`config.mk`:
```
export PLATFORM = sky130hd
export DESIGN_NAME = prbs_stream_gen
export DESIGN_NICKNAME = d
export VERILOG_FILES = /design/src/rtl/prbs_stream_gen.sv
export SDC_FILE = /design/constraint.sdc
export NUM_CORES = 1
export LEC_CHECK = 0
export ABC_AREA = 1
export BUFFER_PORTS_ARGS = -buffer_cell sky130_fd_sc_hd__buf_2
export CORE_MARGIN = 2
export CORE_UTILIZATION = 50
export DETAILED_ROUTE_END_ITERATION = 12
export PLACE_DENSITY_LB_ADDON = 0.08
export SYNTH_ARGS = -nofsm -noshare
export SYNTH_HDL_FRONTEND = slang
export SYNTH_SLANG_ARGS = --single-unit
```
`constraint.sdc`:
```
create_clock -name clk -period 10.9 [get_ports clk]
set_input_delay 0.545 -clock clk [delete_from_list [all_inputs] [get_ports clk]]
set_output_delay 0.545 -clock clk [all_outputs]
set_load 0.02 [all_outputs]
```
`src/rtl/prbs_stream_gen.sv`:
```
// Runtime-selectable PRBS7/9/15/23/31 word generator with a valid/ready output,
// seed loading, programmable burst length, done flag and single-bit error injection.
module prbs_stream_gen #(
  parameter int OUT_W    = 8,
  parameter int LEN_W    = 16,
  parameter int DEF_MODE = 4
) (
  input  logic             clk,
  input  logic             rst,
  input  logic             load,
  input  logic [2:0]       mode,
  input  logic [30:0]      seed,
  input  logic             start,
  input  logic [LEN_W-1:0] len,
  input  logic             err_inject,
  output logic [OUT_W-1:0] out_data,
  output logic             out_valid,
  input  logic             out_ready,
  output logic             done,
  output logic [LEN_W-1:0] word_cnt
);

  typedef enum logic [1:0] {S_IDLE, S_RUN, S_DONE} state_t;

  state_t           state_reg;
  logic [30:0]      lfsr_reg;
  logic [2:0]       mode_reg;
  logic [LEN_W-1:0] len_reg;
  logic             err_reg;

  function automatic logic [4:0] poly_len(input logic [2:0] m);
    case (m)
      3'd0:    return 5'd7;
      3'd1:    return 5'd9;
      3'd2:    return 5'd15;
      3'd3:    return 5'd23;
      default: return 5'd31;
    endcase
  endfunction

  function automatic logic [4:0] poly_tap(input logic [2:0] m);
    case (m)
      3'd0:    return 5'd6;
      3'd1:    return 5'd5;
      3'd2:    return 5'd14;
      3'd3:    return 5'd18;
      default: return 5'd28;
    endcase
  endfunction

  function automatic logic [30:0] poly_mask(input logic [2:0] m);
    return 31'h7FFFFFFF >> (5'd31 - poly_len(m));
  endfunction

  // Masking after the shift keeps the bits above L at zero.
  function automatic logic [30:0] lfsr_step(input logic [30:0] s, input logic [2:0] m);
    logic fb;
    fb = s[poly_len(m) - 5'd1] ^ s[poly_tap(m) - 5'd1];
    return {s[29:0], fb} & poly_mask(m);
  endfunction

  logic [30:0]      chain [OUT_W+1];
  logic [OUT_W-1:0] word_bits;
  logic [4:0]       msb_idx;

  assign msb_idx  = poly_len(mode_reg) - 5'd1;
  assign chain[0] = lfsr_reg;

  // Unrolled OUT_W-step LFSR; step gi produces out bit OUT_W-1-gi.
  for (genvar gi = 0; gi < OUT_W; gi++) begin : g_step
    assign word_bits[OUT_W-1-gi] = chain[gi][msb_idx];
    assign chain[gi+1]           = lfsr_step(chain[gi], mode_reg);
  end

  logic [30:0]      seed_masked;
  logic [30:0]      seed_val;
  logic [OUT_W-1:0] inj_mask;
  logic [LEN_W-1:0] wc_inc;

  always_comb begin
    seed_masked = seed & poly_mask(mode);
    seed_val    = (seed_masked == '0) ? poly_mask(mode) : seed_masked;
    inj_mask    = '0;
    inj_mask[0] = err_reg | err_inject;
    wc_inc      = word_cnt + 1'b1;
  end

  always_ff @(posedge clk or posedge rst) begin
    if (rst) begin
      state_reg <= S_IDLE;
      lfsr_reg  <= 31'h7FFFFFFF;
      mode_reg  <= 3'(DEF_MODE);
      len_reg   <= '0;
      err_reg   <= 1'b0;
      out_data  <= '0;
      out_valid <= 1'b0;
      done      <= 1'b0;
      word_cnt  <= '0;
    end else if (load) begin
      lfsr_reg  <= seed_val;
      mode_reg  <= mode;
      err_reg   <= 1'b0;
      out_valid <= 1'b0;
      done      <= 1'b0;
      word_cnt  <= '0;
      state_reg <= S_IDLE;
    end else begin
      if (err_inject) err_reg <= 1'b1;
      case (state_reg)
        S_IDLE, S_DONE: begin
          if (start) begin
            len_reg   <= len;
            out_data  <= word_bits ^ inj_mask;
            lfsr_reg  <= chain[OUT_W];
            err_reg   <= 1'b0;
            out_valid <= 1'b1;
            done      <= 1'b0;
            word_cnt  <= '0;
            state_reg <= S_RUN;
          end
        end
        S_RUN: begin
          if (out_valid && out_ready) begin
            word_cnt <= wc_inc;
            if (len_reg != '0 && wc_inc == len_reg) begin
              // Final word accepted: LFSR is left where the next burst resumes.
              out_valid <= 1'b0;
              done      <= 1'b1;
              state_reg <= S_DONE;
            end else begin
              out_data <= word_bits ^ inj_mask;
              lfsr_reg <= chain[OUT_W];
              err_reg  <= 1'b0;
            end
          end
        end
        default: state_reg <= S_IDLE;
      endcase
    end
  end

endmodule

```
==> metrics.txt <==
CP startpoint mode_reg[2]$_DFFE_PP1P_; worst r2r dst lfsr_reg[0]$_DFFE_PP1P_; slowest CP cell dfstp_2; Max-Cap Viols 0; Die Area 13900 µm²; Achievable Freq 135 MHz; vias per cell 5.86; sequential element share of the synthesized area 31.1%; Worst Hold Class in -> async; most common cell in the netlist nand2_1; Vert. Die Dim 118 µm; CTS root buffer clkbuf_16; Yosys cell types 50; RePlAce Congestion 0.973; # setup viols final 0; Setup TNS Final 0 ns; Post-CTS Setup Bufs 0; vias in the first global route 6503; initial antenna violation count 0; Worst Path Arrival 7.68 ns; leakage power 0.00335 µW; top cells by count, synth 242 x nand2_1, 95 x inv_1, 90 x o21ai_0; layout cells sized above 1 19.7%; Reg clk slew, reported paths 0.07 ns; pin count of the biggest net entering global routing 74; Finished Cell Area 7140 µm²; WHS 0.241 ns; first-iteration detailed-routing DRC count 838; CP Max Fanout 55; mapped cell area 6470 µm²; CTS max path bufs 2; CTS H-tree lvls 3; CP endpoint lfsr_reg[0]$_DFFE_PP1P_; antenna-violating nets left 0; Top cell by count, worst path nand2_1; Synth async-reset ratio 100%; Skew-Pair Late Insertion Delay 0.35 ns; XOR/XNOR Fraction of Synth Area 2.57%; net count of the mapped netlist 1017; drt total wl 21.2 mm; multiplexer area fraction after synthesis 1.91%; number of CTS-inserted buffers 9; Resized cells post-CTS 0; Starting Density 51.3%; Mapped Cells 959; slowest stage delay, CP 0.85 ns; Post-Synth Adder-Cell Area 0.386%; DP HPWL 15.5 mm; CTS tree built; RSZ-0062 raised after global routing false; CTS sink count 79; clk_skew 0.0101 ns; fin. max-slew vios 0; pre-CTS WS 3.70 ns; top area cells in the synthesized netlist dfrtp_1 18%, nand2_1 14%, dfstp_2 13%; final layout net count 1063; Post-synth EDFFs 0; R2R Path Start mode_reg[2]$_DFFE_PP1P_; max reg flops 31; Placed Area 6850 µm²; Synth top area share 18.2%; register-to-register setup slack 3.52 ns; Setup CP Type reg -> reg; Via Count 6924; Final min period 7.38 ns; die width 118 µm; cell taking the most area after synthesis dfrtp_1; global-route wire length before repair 34.1 mm; Final WS setup 3.52 ns; Critical Path Sink Type register; largest family of logic cells by synthesized area simple AND/OR/NAND/NOR gates; Post-synth top flop dfrtp_1; post-synthesis compound-gate area fraction 20.6%; diodes inserted 0; Initial DRT Pass Iterations 6; final core occ 56.6%; fin crit share 67.7%; num rows 41; Synth Area per Inst 6.75 µm²; DRC errors left 0; Yosys reg bits 79; worst vdd ir 0.106 mV; Rel. slew slack 37.2%; cts hold-fix bufs 0; startpoint types register; Reg2Reg Depth 66; pwr/cell area 170 nW/µm²; fraction of the mapped netlist area in simple logic gates 32.2%; Port-buffer cells 81; all-layer global routing usage 31.1%; DR WL/cell 17.9 µm; area grow syn2layout 10.3%; Syn. warnings 0; WP data required 11.20 ns; Fin. Hold Viols 0; Least-Margin Pin Slew 0.942 ns; status finished, final reports clean; I/O Pins 82; GRT Residual Overflow 0; Core ar. 12600 µm²
## metrics by stage
stage	std cells	power, µW
after floorplan	959	773
after global placement	1166	902
after detailed placement	1166	902
after CTS	1182	1210
after global routing	1182	1290
final	1182	1220
## placed cells by master, fill, tap and decap left out, types with 4 or more instances in the layout
cell	netlist	layout
or2_2	4	4
o22ai_1	17	17
xor2_1	15	15
mux2_2	11	11
o221ai_1	7	7
inv_1	95	94
nand2_1	242	242
inv_2	8	8
nand2_2	13	13
buf_2	9	81
buf_4	5	8
nor2_1	73	73
nand3_2	16	16
xnor2_1	4	4
a21oi_1	38	38
clkbuf_16	0	10
nand3_1	83	83
dfrtp_1	47	47
o311ai_0	5	5
o21a_1	7	7
o211ai_1	26	26
a31oi_1	10	10
o21ai_0	90	90
a211oi_1	4	4
nor3_1	10	10
nand4_1	7	7
dfstp_2	32	32
nor4_1	11	11
## worst min-delay path by stage
stage | start | endpoint | slack [ns] | depth (start not counted)
2_1_floorplan | state_reg[1]$_DFFE_PP0P_ | state_reg[1]$_DFFE_PP0P_ | 0.45 | 2
3_3_place_gp | done$_DFFE_PP0P_ | done$_DFFE_PP0P_ | 0.46 | 2
3_5_place_dp | done$_DFFE_PP0P_ | done$_DFFE_PP0P_ | 0.46 | 2
4_1_cts | rst | lfsr_reg[30]$_DFFE_PP1P_ | 0.25 | 2
5_1_grt | rst | lfsr_reg[30]$_DFFE_PP1P_ | 0.28 | 2
6_report | rst | lfsr_reg[30]$_DFFE_PP1P_ | 0.24 | 2
## power breakdown
part | total [µW] | internal, µW | switching [µW] | leakage, µW
Clock | 305 | 175 | 130 | 0.000144
Sequential | 409 | 362 | 47.0 | 0.000922
Combinational | 503 | 166 | 337 | 0.00228
## final cells by class
type / instances / area [µm²]
Fill cell: 1309 / 5480
Multi-Input combinational cell: 720 / 3740
Sequential cell: 79 / 2020
Timing Repair Buffer: 89 / 465
Inverter: 106 / 415
Clock buffer: 12 / 268
Tap cell: 172 / 215
Clock inverter: 4 / 26.3
## per-layer routing
layer	up-vias	GRT usage, %	share of wire, %	wire, µm
met5	-	0	0	0
met4	0	17.5	5.7	1200
met3	82	4.12	6.4	1350
met2	299	50.1	46	9710
met1	3220	40.3	42	8940
li1	3323	-	-	-
## critical path, delay by kind of cell, from the launching register on
| family | cells | cell delay [ns] |
|---|---|---|
| compound gates | 1 | 0.15 |
| flops | 1 | 0.85 |
| fa+ha+maj | 1 | 0.33 |
| simple gates | 60 | 4.97 |
| buf+inv | 4 | 1.00 |
## logic make-up after synthesis
| kind of cell | Yosys count |
|---|---|
| and+or+nand+nor | 467 |
| AOI/OAI and AO/OA | 221 |
| buffers and inverters | 160 |
| DFF | 79 |
| xor gates and xnor gates | 19 |
| muxes | 11 |
| adders and majority gates | 2 |
Note: power is estimated with default switching activity, not from simulation.
